==> src/rtl/ex_pkg.sv <==
// Shared definitions for the execute stage: ALU opcodes, iterative-unit FSM states and context.
package ex_pkg;

    localparam int EX_WIDTH = 32;

    localparam logic [3:0] OP_ADD = 4'd0;
    localparam logic [3:0] OP_SUB = 4'd1;
    localparam logic [3:0] OP_AND = 4'd2;
    localparam logic [3:0] OP_OR  = 4'd3;
    localparam logic [3:0] OP_XOR = 4'd4;
    localparam logic [3:0] OP_NOR = 4'd5;
    localparam logic [3:0] OP_SLT = 4'd6;
    localparam logic [3:0] OP_SLL = 4'd7;
    localparam logic [3:0] OP_SRL = 4'd8;
    localparam logic [3:0] OP_SRA = 4'd9;
    localparam logic [3:0] OP_MUL = 4'd10;
    localparam logic [3:0] OP_DIV = 4'd11;
    localparam logic [3:0] OP_REM = 4'd12;

    typedef enum logic [1:0] {
        MD_IDLE,
        MD_BUSY,
        MD_DONE
    } md_state_t;

    // Operand facts captured at start; magnitudes live in the datapath registers.
    typedef struct packed {
        logic       sign_a;
        logic       sign_b;
        logic       b_zero;
        logic [3:0] op;
    } md_ctx_t;

    function automatic logic is_long_op(input logic [3:0] op);
        return (op == OP_MUL) || (op == OP_DIV) || (op == OP_REM);
    endfunction

endpackage

==> src/rtl/muldiv_iter.sv <==
// Iterative signed MUL/DIV/REM on magnitudes: one step per falling edge, WIDTH steps, then one DONE cycle.
// No backpressure: start is honoured only in IDLE; busy/done tell the caller when to hold and when to sample.
module muldiv_iter
    import ex_pkg::*;
#(
    parameter int WIDTH = EX_WIDTH
) (
    input  logic             clk,
    input  logic             reset,
    input  logic             start,
    input  logic [3:0]       op,
    input  logic [WIDTH-1:0] a,
    input  logic [WIDTH-1:0] b,
    output logic             busy,
    output logic             done,
    output logic [WIDTH-1:0] result
);

    localparam int CW = $clog2(WIDTH);

    md_state_t        state, state_nxt;
    md_ctx_t          ctx;
    logic [CW-1:0]    count;
    logic [WIDTH-1:0] acc;    // product accumulator or partial remainder
    logic [WIDTH-1:0] sh_q;   // multiplier (shifts right) or dividend/quotient (shifts left)
    logic [WIDTH-1:0] sh_m;   // multiplicand (shifts left) or divisor (static)

    logic [WIDTH-1:0] acc_n, sh_q_n, sh_m_n, result_fin;
    logic [WIDTH-1:0] mag_a, mag_b;
    logic [WIDTH:0]   trial, diff;
    logic             last;

    assign mag_a = a[WIDTH-1] ? (~a + 1'b1) : a;
    assign mag_b = b[WIDTH-1] ? (~b + 1'b1) : b;
    assign last  = (count == CW'(WIDTH - 1));

    function automatic logic [WIDTH-1:0] neg_if(input logic [WIDTH-1:0] x, input logic s);
        return s ? (~x + 1'b1) : x;
    endfunction

    always_comb begin
        trial  = {acc, sh_q[WIDTH-1]};
        diff   = trial - {1'b0, sh_m};
        acc_n  = acc;
        sh_q_n = sh_q;
        sh_m_n = sh_m;
        if (ctx.op == OP_MUL) begin
            acc_n  = acc + (sh_q[0] ? sh_m : '0);
            sh_q_n = sh_q >> 1;
            sh_m_n = sh_m << 1;
        end else begin
            acc_n  = diff[WIDTH] ? trial[WIDTH-1:0] : diff[WIDTH-1:0];
            sh_q_n = {sh_q[WIDTH-2:0], ~diff[WIDTH]};
        end
    end

    always_comb begin
        result_fin = '0;
        case (ctx.op)
            OP_MUL:  result_fin = neg_if(acc_n, ctx.sign_a ^ ctx.sign_b);
            OP_DIV:  result_fin = ctx.b_zero ? '1 : neg_if(sh_q_n, ctx.sign_a ^ ctx.sign_b);
            OP_REM:  result_fin = neg_if(acc_n, ctx.sign_a);
            default: result_fin = '0;
        endcase
    end

    always_comb begin
        state_nxt = state;
        case (state)
            MD_IDLE: if (start) state_nxt = MD_BUSY;
            MD_BUSY: if (last)  state_nxt = MD_DONE;
            MD_DONE: state_nxt = MD_IDLE;
            default: state_nxt = MD_IDLE;
        endcase
    end

    always_ff @(negedge clk) begin
        if (reset) begin
            state <= MD_IDLE;
        end else begin
            state <= state_nxt;
        end
    end

    always_ff @(negedge clk) begin
        if (reset) begin
            count  <= '0;
            result <= '0;
            acc    <= '0;
            sh_q   <= '0;
            sh_m   <= '0;
            ctx    <= '0;
        end else if (state == MD_IDLE) begin
            if (start) begin
                count      <= '0;
                acc        <= '0;
                ctx.sign_a <= a[WIDTH-1];
                ctx.sign_b <= b[WIDTH-1];
                ctx.b_zero <= (b == '0);
                ctx.op     <= op;
                sh_q       <= (op == OP_MUL) ? mag_b : mag_a;
                sh_m       <= (op == OP_MUL) ? mag_a : mag_b;
            end
        end else if (state == MD_BUSY) begin
            acc   <= acc_n;
            sh_q  <= sh_q_n;
            sh_m  <= sh_m_n;
            count <= count + 1'b1;
            if (last) begin
                result <= result_fin;
            end
        end
    end

    assign busy = (state == MD_BUSY);
    assign done = (state == MD_DONE);

endmodule

==> src/rtl/ex_stage.sv <==
// MIPS execute stage: combinational ALU, branch resolution and EX/MEM control gating.
// Single-cycle ops have zero latency; MUL/DIV/REM hold the pipeline with stall for WIDTH+1 cycles.
module ex_stage
    import ex_pkg::*;
#(
    parameter int WIDTH = EX_WIDTH
) (
    input  logic             clk,
    input  logic             reset,
    input  logic             RegWriteIn,
    input  logic             MemReadIn,
    input  logic             MemWriteIn,
    input  logic [3:0]       ALUOp,
    input  logic             NotEqual,
    input  logic             IsBranch,
    input  logic [WIDTH-1:0] ALUVal1,
    input  logic [WIDTH-1:0] ALUVal2,
    input  logic [WIDTH-1:0] readReg2In,
    input  logic [WIDTH-1:0] branchAddr,
    input  logic [4:0]       destIn,
    output logic [WIDTH-1:0] aluResult,
    output logic             zero,
    output logic             branchTaken,
    output logic [WIDTH-1:0] branchTarget,
    output logic             stall,
    output logic             RegWriteOut,
    output logic             MemReadOut,
    output logic             MemWriteOut,
    output logic [WIDTH-1:0] readReg2Out,
    output logic [4:0]       destOut
);

    logic             long_op;
    logic             md_busy, md_done;
    logic [WIDTH-1:0] md_result;
    logic [WIDTH-1:0] alu_comb;
    logic [4:0]       shamt;

    assign long_op = is_long_op(ALUOp);
    assign shamt   = ALUVal2[4:0];

    muldiv_iter #(.WIDTH(WIDTH)) u_muldiv (
        .clk    (clk),
        .reset  (reset),
        .start  (long_op),
        .op     (ALUOp),
        .a      (ALUVal1),
        .b      (ALUVal2),
        .busy   (md_busy),
        .done   (md_done),
        .result (md_result)
    );

    always_comb begin
        alu_comb = '0;
        case (ALUOp)
            OP_ADD:  alu_comb = ALUVal1 + ALUVal2;
            OP_SUB:  alu_comb = ALUVal1 - ALUVal2;
            OP_AND:  alu_comb = ALUVal1 & ALUVal2;
            OP_OR:   alu_comb = ALUVal1 | ALUVal2;
            OP_XOR:  alu_comb = ALUVal1 ^ ALUVal2;
            OP_NOR:  alu_comb = ~(ALUVal1 | ALUVal2);
            OP_SLT:  alu_comb = {{(WIDTH-1){1'b0}}, $signed(ALUVal1) < $signed(ALUVal2)};
            OP_SLL:  alu_comb = ALUVal1 << shamt;
            OP_SRL:  alu_comb = ALUVal1 >> shamt;
            OP_SRA:  alu_comb = $signed(ALUVal1) >>> shamt;
            default: alu_comb = '0;
        endcase
    end

    // The DONE cycle releases the stall so EX/MEM captures the iterative result.
    assign stall        = md_busy | (long_op & ~md_done);
    assign aluResult    = long_op ? md_result : alu_comb;
    assign zero         = (aluResult == '0);
    assign branchTaken  = IsBranch & (zero ^ NotEqual) & ~stall;
    assign branchTarget = branchAddr;
    assign RegWriteOut  = RegWriteIn & ~stall;
    assign MemReadOut   = MemReadIn & ~stall;
    assign MemWriteOut  = MemWriteIn & ~stall;
    assign readReg2Out  = readReg2In;
    assign destOut      = destIn;

endmodule

==> config.mk <==
export PLATFORM = sky130hd
export DESIGN_NAME = ex_stage
export DESIGN_NICKNAME = d
export VERILOG_FILES = /design/src/rtl/ex_pkg.sv /design/src/rtl/muldiv_iter.sv /design/src/rtl/ex_stage.sv
export SDC_FILE = /design/constraint.sdc
export NUM_CORES = 1
export LEC_CHECK = 0
export ABC_AREA = 1
export CAP_MARGIN = 20
export CORE_MARGIN = 2
export CORE_UTILIZATION = 52
export DETAILED_ROUTE_END_ITERATION = 12
export PLACE_DENSITY = 0.73
export SYNTH_ARGS = -nofsm -noshare
export SYNTH_HDL_FRONTEND = slang
export SYNTH_SLANG_ARGS = --single-unit
==> constraint.sdc <==
create_clock -name clk -period 5.85 [get_ports clk]
set_clock_uncertainty 0.15 [all_clocks]
set_input_delay 1.17 -clock clk [delete_from_list [all_inputs] [get_ports clk]]
set_output_delay 1.17 -clock clk [all_outputs]
set_load 0.1 [all_outputs]
==> results.cfg, run 1 <==
[grt]
grt_start_max_net_pins = 73
grtUsageTotal_pct = 66.2
grt-ovfl-total = 2

[placement]
port_buffers = 112
dpl_cell_area_sq_um = 33000
dp_hpwl_microns = 120000
place_congestion = 1.21

[synth]
synth_top_area_share_pct = 21.2
synth.area.top_cells = nand2_1, dfxtp_1, inv_1
yosysTopAreaCell = nand2_1
muxShareOfSynthArea_pct = 0.302
synthArstFlopShare_pct = 0
synth-compound-area-share_pct = 22.3
yosysWarnings = 0
ys_ff_latch = 142
synth-seq-area-share_pct = 10.7
synth_edf_count = 0
synthAdderAreaFrac_pct = 8.13
synth_cell_types = 65
netlist_area_sq_um = 26500
synth_top_family_by_area = simple AND/OR/NAND/NOR gates
synthSimpleGateAreaFrac_pct = 41.4
syn_avg_cell_area_sq_um = 5.36
post_synth_xor_area_fraction_pct = 2.61
synth_ff_type = dfxtp_1
synthesis.nets = 5264
synth_cells = 4950

[die]
ios = 251
num_rows = 82
fp.dieH_microns = 230
start_util_pct = 52.8
die_w_microns = 230

[cts]
htreeDepth = 4
cts_hold_buf = 0
cts_buffer_depth = 2
cts-buffers-inserted = 17
clock-sinks = 142
root_buffer = clkbuf_16

[run_status]
stop_stage = global routing (5_1_grt)
tool.error = [ERROR GRT-0232] Routing congestion too high. Check the congestion heatmap in the GUI.
outcome = did not finish
[synth_stat cells, types with 72 or more instances]
master	instances
a21oi_1	349
buf_4	73
clkbuf_1	161
dfxtp_1	142
ha_1	166
inv_1	620
nand2_1	1497
nand3_1	381
nor2_1	432
nor3_1	79
o21ai_0	380
xor2_1	72
[what timing repair did]
action,in CTS
gates cloned,3
resized for setup,168
pin swaps,79
setup endpoints to repair,84
buffers inserted,44
[per-layer routing]
metal,GRT overflow,global-route usage [%]
met1,0,67.0
met2,0,87.0
met3,0,45.2
met4,2,63.5
met5,0,22.2
[stage by stage]
stage | cells | setup WS [ps] | TNS (ps)
2_1_floorplan | 4950 | -942 | -9370
3_5_place_dp | 6137 | -1540 | -78380
3_3_place_gp | 6137 | -1490 | -70750
4_1_cts | 6348 | -622 | -7920
[logic make-up after synthesis]
kind of cell               count (synthesis)
and+or+nand+nor                         2586
AOI/OAI and AO/OA                       1035
buffers and inverters                    930
adders and majority gates                170
DFF                                      142
xor gates and xnor gates                  79
muxes                                      8
==> run 2, diff against run 1 <==
--- a/config.mk
+++ b/config.mk
@@ -8,9 +8,9 @@
 export ABC_AREA = 1
 export CAP_MARGIN = 20
 export CORE_MARGIN = 2
-export CORE_UTILIZATION = 52
+export CORE_UTILIZATION = 37
 export DETAILED_ROUTE_END_ITERATION = 12
-export PLACE_DENSITY = 0.73
+export PLACE_DENSITY_LB_ADDON = 0.15
 export SYNTH_ARGS = -nofsm -noshare
 export SYNTH_HDL_FRONTEND = slang
 export SYNTH_SLANG_ARGS = --single-unit
==> run 2 against run 1 <==
The flow now finishes, with violations (negative setup slack). Synthesized cell count is the same. Area after synthesis is the same.
==> results.cfg, run 2 <==
[run_status]
outcome = complete, but fails checks
failed_checks = negative setup slack

[synth]
synth_ff_type = dfxtp_1
syn_avg_cell_area_sq_um = 5.36
synth_cells = 4950
synth_top_area_share_pct = 21.2
synthArstFlopShare_pct = 0
synth_edf_count = 0
synth_cell_types = 65
synth-seq-area-share_pct = 10.7
ys_ff_latch = 142
yosysWarnings = 0
yosysMostFrequentCell = nand2_1
synth.area.top_cells = nand2_1, dfxtp_1, inv_1
netlist_area_sq_um = 26500
yosysTopAreaCell = nand2_1
synthesis.nets = 5264
netlist_top_cells_count = nand2_1, inv_1, nor2_1

[sta]
min_period_over_period_pct = 109
setup_viol = 44
finalSetupTns_ps = -11490
relSlewSlack_pct = 26.7
hold_viol_final = 0
rsz0062_at_grt = true
clock.fmax_mhz = 157
tightest_slew_ps = 1090
final_max_slew_viol_count = 0
fin_ws_ps = -517
fin_crit_ps = 6370
hold_ws_ps = 314

[routing]
drt_iter0_drc = 3982
routed_wl_microns = 152000
num_vias = 37354
ant_nets = 0
via_per_inst = 5.58
post-route-drc-count = 0
wire_per_inst_microns = 22.7
first_pass_iters = 9

[power_and_ir_drop]
powerDensity_nw_per_um2 = 280
power_switching_mw = 6.06
pwr-share-clk_pct = 15.6
combPwrFrac_pct = 73.1
p_sw_share_pct = 59.7
leakagePower_nw = 18.8
peakVddDrop_mv = 0.335
power_mw = 10.1
p_int_mw = 4.09
seq_power_share_pct = 11.2

[cts]
clkSlewWorstSetupHoldPaths_ps = 50
root_buffer = clkbuf_16
clock-sinks = 142
htreeDepth = 4
clock_latency_ps = 480
cts_hold_buf = 0
cts-buffers-inserted = 17
cts_tree = yes
cts_buffer_depth = 2

[setup_path]
crit_type = reg -> out
crit_required_ps = 4530
r2r-start = u_muldiv.sh_q[31]$_SDFFE_NP0P_
crit_start = u_muldiv.result[16]$_SDFFE_NP0P_
r2r_cells = 28
crit_end = branchTaken
cp-start-kind = register
end_kind = output pin
cp.arrival_ps = 5050
regToRegEndpoint = u_muldiv.result[20]$_SDFFE_NP0P_
r2r_setup_slack_ps = 830
path_max_fanout = 2

[worst_hold_path]
hold_class = reg -> reg
hold_depth = 2

[finish]
fin_util_pct = 50.9
final_cell_mix = nand2_1, inv_1, buf_4
instances_no_fill = 6695
fill_cells = 7725
final_common_cell = nand2_1
drive_above_1_share_pct = 20.4
area.growth.synth_to_final_pct = 36.6
multi_input_area_sq_um = 20700
seqCellArea_sq_um = 2870
finish.net_count = 6044

[die]
fp.dieH_microns = 272
die-area_sq_um = 73900
num_rows = 98
start_util_pct = 37.3
ios = 251
coreArea_sq_um = 71200
die_w_microns = 272

[grt]
grtUsageTotal_pct = 40.1
grt_pass1_wl_microns = 223000
grt-ovfl-total = 0
grt_pass1_vias = 35645
grt_start_max_net_pins = 75
antenna_found_initial = 8

[placement]
place_congestion = 1.11
port_buffers = 112
dp_hpwl_microns = 126000
dp_cells = 6470

[flow_run]
max_cap_violations = 0
==> run 2: metal layers <==
| layer | routed length [microns] | vias up | track usage (%) |
|---|---|---|---|
| met2 | 67300 | 1881 | 65.2 |
| met1 | 57900 | 17153 | 45.9 |
| met4 | 14600 | 6 | 32.1 |
| li1 | - | 17719 | - |
| met3 | 12200 | 595 | 7.97 |
| met5 | 39 | - | 0 |
==> run 2: cell families (layout without fill, tap and decap cells) <==
group / after synthesis / count (layout) / share of synthesized area [%]
buffers and inverters: 930 / 1723 / 14.5
muxes: 8 / 8 / 0.302
xor gates and xnor gates: 79 / 79 / 2.61
and+or+nand+nor: 2586 / 2586 / 41.4
adders and majority gates: 170 / 170 / 8.13
other: 0 / 2 / 0
DFF: 142 / 142 / 10.7
AOI/OAI and AO/OA: 1035 / 1035 / 22.3
==> run 2: worst min path at each step <==
stage / start / endpoint
finish: u_muldiv.count[2]$_SDFFE_NP0P_ / u_muldiv.count[2]$_SDFFE_NP0P_
global route: u_muldiv.state[0]$_SDFFE_NP0P_ / u_muldiv.state[0]$_SDFFE_NP0P_
CTS: u_muldiv.result[5]$_SDFFE_NP0P_ / u_muldiv.result[5]$_SDFFE_NP0P_
detailed placement: u_muldiv.result[5]$_SDFFE_NP0P_ / u_muldiv.result[5]$_SDFFE_NP0P_
global placement: u_muldiv.count[2]$_SDFFE_NP0P_ / u_muldiv.count[2]$_SDFFE_NP0P_
floorplan: u_muldiv.count[2]$_SDFFE_NP0P_ / u_muldiv.count[2]$_SDFFE_NP0P_
==> run 2: timing repair <==
item | in CTS | in global routing
endpoints found under the setup margin | 90 | 78
setup buffers | 64 | 21
pin swaps | 84 | 88
gates resized for setup | 204 | 103
gates cloned | 2 | 0
==> run 2: power by group through the flow <==
stage,combinational [mW],sequential (mW),clock [mW]
global route,7.99,1.14,1.71
finish,7.42,1.14,1.59
floorplan,4.82,1.10,0.148
detailed placement,7.08,1.15,0.148
global placement,7.03,1.15,0.148
CTS,7.19,1.13,1.60
==> run 2: area by class of cell <==
cell class	instances	share of cell area (%)
antenna	2	0.0138
clock buffer	17	1.17
clock inverter	157	2.05
inverter	643	6.76
multi-input combinational	3878	57.1
sequential	142	7.92
tap	950	3.28
timing repair buffer	906	21.7
==> run 2: worst max-delay path: stages, from the launching register on <==
cell	delay, ps
dfxtp_1	400
nand2_4	140
nand4_1	170
nor2_1	150
nand2_2	110
nor2_2	150
nand3_2	110
nand2_2	70
inv_2	40
nor2_4	90
buf_12	180
==> run 2: metrics by stage <==
step | instance area, sq um | setup slack (ps)
after detailed placement | 33900 | -1580
final | 36300 | -517
after global placement | 33900 | -1580
after global routing | 36300 | -617
after CTS | 36000 | -542
after floorplan | 26800 | -942
No activity file was read; power rests on OpenSTA's default activity.
